<file path="src/rtl/vdrive_linebuf.sv">
// Double-buffered scanline fetcher: copies one VRAM row per line into a back buffer and scales the front buffer onto the beam.
// Optional border colour outside the playfield window is enabled with macro VDRIVE_BORDER_EN.
module vdrive_linebuf #(
    parameter int PLANES = 2,
    parameter int H_END  = 256,
    parameter int V_OFS  = 56,
    parameter int BORDER = 0
) (
    input  logic              clk,
    input  logic              reset,
    input  logic              hires,
    input  logic [8:0]        hvsync_hpos,
    input  logic [8:0]        hvsync_vpos,
    input  logic              display_on,
    output logic [6:0]        vram_hpos,
    output logic [5:0]        vram_vpos,
    input  logic [PLANES-1:0] vram_pixel,
    output logic [PLANES-1:0] hvsync_pixel,
    output logic              fetch_busy,
    output logic              underrun
);

`ifdef VDRIVE_BORDER_EN
    localparam logic BORDER_ON = 1'b1;
`else
    localparam logic BORDER_ON = 1'b0;
`endif

    localparam logic [PLANES-1:0] OUTSIDE_PIX = PLANES'(BORDER) & {PLANES{BORDER_ON}};
    localparam logic [9:0]        WIN_LO      = 10'(V_OFS);
    localparam logic [9:0]        WIN_HI      = 10'(V_OFS + 127);
    localparam logic [8:0]        H_SWAP      = 9'(H_END);

    typedef enum logic [1:0] {
        IDLE,
        FETCH,
        DRAIN
    } state_t;

    state_t            state_q, state_d;
    logic [6:0]        col_q, col_d;
    logic [5:0]        row_q, row_d;
    logic              mode_q;
    logic              front_q;
    logic [1:0]        valid_q, valid_d;
    logic              underrun_q;
    logic              wr_en_q;
    logic [6:0]        wr_col_q;
    logic [PLANES-1:0] pix_q, pix_d;
    logic [PLANES-1:0] buf_mem [0:1][0:127];

    logic [9:0] vpos_n;
    logic [6:0] rel;
    logic [5:0] row_fetch;
    logic [6:0] last_col;
    logic [6:0] rd_idx;
    logic       trig, swap, in_win_v, done, abort;

    assign vpos_n    = {1'b0, hvsync_vpos} + 10'd1;
    // Only the low 7 bits of (vpos+1-V_OFS) matter inside the 128-line window.
    assign rel       = vpos_n[6:0] - WIN_LO[6:0];
    assign row_fetch = mode_q ? rel[6:1] : {1'b0, rel[6:2]};
    assign trig      = (hvsync_hpos == 9'd0) && (vpos_n >= WIN_LO) && (vpos_n <= WIN_HI);
    assign swap      = (hvsync_hpos == H_SWAP);
    assign in_win_v  = ({1'b0, hvsync_vpos} >= WIN_LO) && ({1'b0, hvsync_vpos} <= WIN_HI);
    assign last_col  = mode_q ? 7'd127 : 7'd63;
    assign rd_idx    = mode_q ? hvsync_hpos[7:1] : {1'b0, hvsync_hpos[7:2]};

    always_comb begin
        state_d = state_q;
        col_d   = col_q;
        row_d   = row_q;
        done    = 1'b0;
        abort   = 1'b0;
        case (state_q)
            IDLE: begin
                if (trig) begin
                    state_d = FETCH;
                    col_d   = 7'd0;
                    row_d   = row_fetch;
                end
            end
            FETCH: begin
                if (col_q == last_col) begin
                    state_d = DRAIN;
                    col_d   = 7'd0;
                end else begin
                    col_d = col_q + 7'd1;
                end
            end
            DRAIN: begin
                state_d = IDLE;
                done    = 1'b1;
            end
            default: state_d = IDLE;
        endcase
        // A swap while the fetch is still running wins: the half-filled buffer stays invalid.
        if (swap && (state_q != IDLE)) begin
            state_d = IDLE;
            col_d   = 7'd0;
            done    = 1'b0;
            abort   = 1'b1;
        end
    end

    always_comb begin
        valid_d = valid_q;
        if (done) begin
            valid_d[~front_q] = 1'b1;
        end
        if (swap) begin
            valid_d[front_q] = 1'b0;
        end
    end

    // hpos < N<<s reduces to hpos < 256 in both modes.
    always_comb begin
        pix_d = '0;
        if (display_on) begin
            if (!in_win_v || hvsync_hpos[8]) begin
                pix_d = OUTSIDE_PIX;
            end else if (valid_q[front_q]) begin
                pix_d = buf_mem[front_q][rd_idx];
            end
        end
    end

    always_ff @(posedge clk) begin
        if (reset) begin
            state_q    <= IDLE;
            col_q      <= 7'd0;
            row_q      <= 6'd0;
            mode_q     <= 1'b0;
            front_q    <= 1'b0;
            valid_q    <= 2'b00;
            underrun_q <= 1'b0;
            wr_en_q    <= 1'b0;
            pix_q      <= '0;
        end else begin
            state_q <= state_d;
            col_q   <= col_d;
            row_q   <= row_d;
            valid_q <= valid_d;
            wr_en_q <= (state_q == FETCH) && !abort;
            pix_q   <= pix_d;
            if ((hvsync_hpos == 9'd0) && (hvsync_vpos == 9'd0)) begin
                mode_q <= hires;
            end
            if (swap) begin
                front_q <= ~front_q;
            end
            if (abort) begin
                underrun_q <= 1'b1;
            end
        end
    end

    // Buffer contents are never reset; the valid bits mask stale data.
    always_ff @(posedge clk) begin
        wr_col_q <= col_q;
        if (wr_en_q && !reset) begin
            buf_mem[~front_q][wr_col_q] <= vram_pixel;
        end
    end

    assign vram_hpos    = (state_q == FETCH) ? col_q : 7'd0;
    assign vram_vpos    = (state_q == FETCH) ? row_q : 6'd0;
    assign fetch_busy   = (state_q != IDLE);
    assign underrun     = underrun_q;
    assign hvsync_pixel = pix_q;

endmodule

</file>
<file path="config.mk">
export PLATFORM = sky130hd
export DESIGN_NAME = vdrive_linebuf
export DESIGN_NICKNAME = d
export VERILOG_FILES = /design/src/rtl/vdrive_linebuf.sv
export SDC_FILE = /design/constraint.sdc
export NUM_CORES = 1
export LEC_CHECK = 0
export BUFFER_PORTS_ARGS = -buffer_cell sky130_fd_sc_hd__clkbuf_2
export CAP_MARGIN = 0
export CORE_MARGIN = 8
export CORE_UTILIZATION = 68
export CTS_CLUSTER_DIAMETER = 30
export DETAILED_ROUTE_END_ITERATION = 10
export PLACE_DENSITY_LB_ADDON = 0.3
export SETUP_SLACK_MARGIN = 0.02
export SYNTH_ARGS = -nofsm -noshare
export SYNTH_HDL_FRONTEND = slang
export SYNTH_SLANG_ARGS = --single-unit
</file>
<file path="constraint.sdc">
create_clock -name clk -period 8 [get_ports clk]
set_input_delay 1.6 -clock clk [delete_from_list [all_inputs] [get_ports clk]]
set_output_delay 1.6 -clock clk [all_outputs]
set_load 0.02 [all_outputs]
</file>
==> results.toml, run 1 <==
[power]
p_clk_share_pct = 56.2
internal-power_mw = 6.00
switching_share_pct = 21.7
vdd_drop_max_mv = 0.240
switchingPower_mw = 1.67
finalPower_mw = 7.67
seqPwrFrac_pct = 40.6
leakagePower_nw = 8.78
comb_power_share_pct = 3.2
power_density_nw_per_um2 = 283

[critical_path]
required_ns = 8.48
start_kind = "input port"
endpoint_kind = "flip-flop"
reg2reg_slack_ns = 3.53
rr_worst_depth = 9
critPathKind = "in2reg"
rr_endpoint = "hvsync_pixel[1]"
cp.arrival_ns = 5.29
cp_max_fo = 90
rr_startpoint = "mode_q"

[placement]
place_congestion = 0.933
dp_hpwl_um = 35300
dp.cells = 2031
io_buffers = 40

[sta]
final-max-slew-violation-count = 0
hold_viol = 0
fmax_mhz = 208
whs_ns = 0.395
fin_skew_ns = 0.0200
tightest_slew_ns = 1.44
max_slew_margin_pct = 4.02
setup_tns_ns = 0
period_needed_ns = 4.81
period_share_pct = 60.1
setup_viol = 0
grt_setup_unrepaired = "no"

[floorplanning]
fp.dieArea_um2 = 40500
row_count = 68
top_level_ports = 41
die_w_um = 201
start_util_pct = 68.3
core-area_um2 = 34100
die_y_um = 201

[layout]
multi_input_area_um2 = 6680
diodes = 0
fin_cells = 2212
seq_area_um2 = 16000
layout.nets = 1703
final_layout_size_suffix_gt1_share_pct = 19.6
syn_to_final_growth_pct = 16.3
fillCellCount = 1689

[worst_hold_path]
worstHoldEndpoint = "wr_col_q[5]"
holdCritStartpoint = "col_q[5]"
min_path_type = "reg2reg"
whs_path_depth = 0

[synthesis]
syn_area_um2 = 23300
yosysUniqueCellTypes = 71
synthArstFlopShare_pct = 0
yosys_register_bits = 543
ys_warn_count = 0
synth_edf_count = 512
synth_area_per_cell_um2 = 14.4
synthFlopType = "edfxtp_1"
ys_seq_area_share_pct = 68.6
synth_nets = 1650
synthCells = 1622

[route]
drtIter0Drc = 2835
drt_wl_total_um = 65900
wire_per_inst_um = 29.8
drc = 0
dr_total_vias = 15900
ant_nets = 0
viasPerCell = 7.17
dr.pass1.iters = 9

[grt]
grt_pass1_wl_um = 97400
grt_pass1_vias = 16000
grt_max_degree = 166
overflow = 0
grtUsageTotal_pct = 32.2
antenna_found_initial = 0

[cts]
clock_sinks = 543
cts_tree = "built"
cts_buffers = 97
cts_max_level = 3
cts_setup_buffers = 0
post_cts_resized = 0
clk_path_buf_depth = 3
clkTransAtPathRegs_ns = 0.05
cts_root_buf = "clkbuf_16"
clkLatencyLatePin_ns = 0.62
cts_hold_buf = 0

[outcome]
status = "finished, final reports clean"

[job]
maxCapViolCount = 0
-- stage by stage --
| step | cell area, µm² | utilization [%] | setup slack, ns |
|---|---|---|---|
| after global routing | 27100 | 79.4 | 3.10 |
| final | 27100 | 79.4 | 3.19 |
| after global placement | 23700 | 69.3 | 2.87 |
| after floorplan | 23300 | - | 4.39 |
| after CTS | 27100 | 79.4 | 3.25 |
| after detailed placement | 23700 | 69.3 | 2.77 |
-- synthesized netlist by cell type (7+ instances only) --
master,n,share of area [%]
o21ai_0,21,0.45
and2_1,16,0.43
nand3_1,55,1.2
nand4_1,9,0.24
buf_4,12,0.39
and3_1,10,0.27
mux2_2,7,0.34
mux4_1,11,1.2
nor2b_1,8,0.21
mux2i_1,38,1.6
nand2_1,144,2.3
clkbuf_1,55,0.89
edfxtp_1,512,66
nor3_1,27,0.58
inv_1,12,0.19
buf_2,24,0.52
o22ai_1,22,0.59
o211ai_1,7,0.23
dfxtp_1,31,2.7
a211oi_1,11,0.35
nor2_1,328,5.3
a31oi_1,12,0.32
a21oi_1,34,0.73
mux4_2,81,7.8
-- cell families after synthesis --
family	synth area share, %
adder cells (fa/ha/maj)	0.215
flip-flops	68.6
buffers and inverters	2.82
multiplexers	11.2
XOR/XNOR	0.301
AO/OA/AOI/OAI	4.72
AND/OR/NAND/NOR	12.1
-- cell usage in the layout, fill, tap and decap left out, types with 14 or more instances in the layout --
master / count
mux4_2: 81
inv_6: 14
clkbuf_16: 101
clkbuf_2: 38
o21ai_0: 21
clkinvlp_4: 14
bufinv_16: 15
nand3_1: 55
mux2i_1: 36
dfxtp_1: 29
a21oi_1: 34
edfxtp_1: 512
nor3_1: 27
nand2_1: 144
and2_1: 16
nor2_1: 328
buf_4: 20
o22ai_1: 22
-- how the worst max path moves through the flow --
stage,start,cells after the start,slack (ns),end
global placement,hvsync_hpos[2],10,2.87,hvsync_pixel[1]
floorplan,hvsync_hpos[1],11,4.39,hvsync_pixel[1]
global route,hvsync_hpos[2],9,3.10,hvsync_pixel[1]
detailed placement,hvsync_hpos[2],9,2.77,hvsync_pixel[1]
CTS,hvsync_hpos[2],9,3.25,hvsync_pixel[1]
finish,hvsync_hpos[2],9,3.19,hvsync_pixel[1]
-- layer usage --
| metal | global-route usage (%) | vias up | wire, µm |
|---|---|---|---|
| met3 | 9.86 | 367 | 9800 |
| li1 | - | 6303 | - |
| met5 | 0 | - | 0 |
| met1 | 40.2 | 7629 | 21600 |
| met2 | 48.3 | 1562 | 29700 |
| met4 | 21.7 | 0 | 4790 |
-- registers in the layout, summed over array words and instances (netlist names), named ones only --
name / flops
buf_mem: 512
valid_q: 2
col_q: 7
row_q: 6
state_q: 2
mode_q: 1
wr_col_q: 7
underrun: 1
hvsync_pixel: 2
front_q: 1
wr_en_q: 1
-- worst max-delay path: stages --
cell and delay, ns:
clkbuf_2 0.47, mux2_8 0.86, buf_4 0.61, mux4_1 0.65, mux2i_1 0.25, o221ai_1 0.18
o221a_2 0.26, a221oi_2 0.23, a2111oi_2 0.10
-- area by class of cell --
class	count	share of cell area, %
inverter	12	0.166
sequential	543	59.0
clock buffer	108	9.45
timing repair buffer	60	1.34
clock inverter	73	3.25
multi-input combinational	961	24.7
tap	455	2.10
-- power groups by stage --
stage | clock (mW) | sequential [mW] | combinational, mW
finish | 4.31 | 3.11 | 0.245
global placement | 0 | 3.17 | 0.225
CTS | 4.30 | 3.11 | 0.236
floorplan | 0 | 3.17 | 0.144
global route | 4.44 | 3.11 | 0.254
detailed placement | 0 | 3.17 | 0.230
(Power assumes the default switching activity.)
==> run 2: changes to the inputs <==
--- a/config.mk
+++ b/config.mk
@@ -8,7 +8,7 @@
 export BUFFER_PORTS_ARGS = -buffer_cell sky130_fd_sc_hd__clkbuf_2
 export CAP_MARGIN = 0
 export CORE_MARGIN = 8
-export CORE_UTILIZATION = 68
+export CORE_UTILIZATION = 57
 export CTS_CLUSTER_DIAMETER = 30
 export DETAILED_ROUTE_END_ITERATION = 10
 export PLACE_DENSITY_LB_ADDON = 0.3
==> constraint.sdc (replaced) <==
create_clock -name clk -period 3.9 [get_ports clk]
set_input_delay 0.78 -clock clk [delete_from_list [all_inputs] [get_ports clk]]
set_output_delay 0.78 -clock clk [all_outputs]
set_load 0.02 [all_outputs]
==> results.toml, run 2 (synthesized netlist as in run 1, its figures left out) <==
[cts]
cts_max_level = 3
clk_path_buf_depth = 3
cts_setup_buffers = 0
clock_sinks = 543
post_cts_resized = 0
cts_tree = "built"
clkLatencyLatePin_ns = 0.62
cts_root_buf = "clkbuf_16"
cts_buffers = 101
clkTransAtPathRegs_ns = 0.05
cts_hold_buf = 0

[route]
wire_per_inst_um = 27.0
drt_wl_total_um = 63000
dr_total_vias = 15100
ant_nets = 0
viasPerCell = 6.49
drtIter0Drc = 2121
dr.pass1.iters = 5
drc = 0

[floorplanning]
die_y_um = 218
core-area_um2 = 40600
fp.dieArea_um2 = 47600
die_w_um = 218
top_level_ports = 41
row_count = 74
start_util_pct = 57.5

[power]
leakagePower_nw = 9.00
power_density_nw_per_um2 = 565
vdd_drop_max_mv = 0.333
finalPower_mw = 15.6

[grt]
grt_pass1_wl_um = 94300
antenna_found_initial = 0
grt_max_degree = 114
grtUsageTotal_pct = 26.6
grt_pass1_vias = 15300
overflow = 0

[layout]
fin_util_pct = 68.0
regMostFlops = "buf_mem"
diodes = 0
syn_to_final_growth_pct = 18.3
layout.nets = 1746
mostFrequentLayoutCells = "edfxtp_1, nor2_1, nand2_1"
final_layout_size_suffix_gt1_share_pct = 20.9
largest_register_ff_count = 512
reg_top3 = "buf_mem: 512 flops, col_q: 7 flops, wr_col_q: 7 flops"
final_common_cell = "edfxtp_1"

[sta]
max_slew_margin_pct = 24.3
setup_viol = 0
tightest_slew_ns = 1.13
grt_setup_unrepaired = "no"
period_share_pct = 83.3
fin_skew_ns = 0.0276
final-max-slew-violation-count = 0
period_needed_ns = 3.25
setup_tns_ns = 0
finalWorstSetupSlack_ns = 0.650
hold_viol = 0
fmax_mhz = 308

[placement]
dp_slack_ns = 0.423
dp_hpwl_um = 38000
io_buffers = 40
place_congestion = 0.899

[critical_path]
cp.arrival_ns = 3.77
critPathKind = "reg2reg"
required_ns = 4.42
cp_max_fo = 23
start_kind = "flip-flop"
endpoint_kind = "flip-flop"

[job]
maxCapViolCount = 0

[outcome]
status = "finished, final reports clean"

[worst_hold_path]
min_path_type = "reg2reg"
[run 2: per-stage QoR]
stage                     hold slack, ns  std cells  instance area [µm²]
after global placement             0.393       2147                24100
after detailed placement           0.390       2147                24100
final                              0.399       2335                27600
after global routing               0.417       2335                27600
after CTS                          0.400       2335                27600
after floorplan                    0.360       1622                23300
[run 2: area by class of cell]
type                            count  area [µm²]
Sequential cell                   543       16000
Clock inverter                     75         820
Tap cell                          532         666
Fill cell                        2691       13000
Timing Repair Buffer               99         756
Multi-Input combinational cell    961        6680
Clock buffer                      113        2600
Inverter                           12        45.0
[run 2: worst paths after layout]
path / start / to / slack (ns) / cells past startpoint
worst max-delay path: mode_q / hvsync_pixel[1] / 0.65 / 9
worst min-delay path: col_q[5] / wr_col_q[5] / 0.40 / 0
worst max register to register: mode_q / hvsync_pixel[1] / 0.65 / 9
worst min register to register: col_q[5] / wr_col_q[5] / 0.40 / 0
[run 2: worst max-delay path, cell delays in order, from the launching register on]
cell	delay [ns]
dfxtp_2	0.71
mux2i_4	0.71
buf_4	0.38
nand2_1	0.08
and3_1	0.16
a311oi_1	0.23
a21oi_1	0.08
a211oi_1	0.33
nor3_1	0.15
a2111oi_2	0.29
[run 2: metal layers]
layer  global-route usage [%]  vias up  part of all wire [%]
met2                     41.8     1008                    47
met3                     5.78      189                    11
met4                     12.0        0                   4.1
li1                         -     6410                     -
met5                        0        -                     0
met1                     35.7     7539                    37
[run 2: report_power, final]
| group | total, mW | switching [mW] | internal, mW |
|---|---|---|---|
| sequential | 6.38 | 0.00105 | 6.38 |
| clock | 8.68 | 2.99 | 5.69 |
| combinational | 0.518 | 0.340 | 0.178 |
| total | 15.6 | 3.33 | 12.2 |
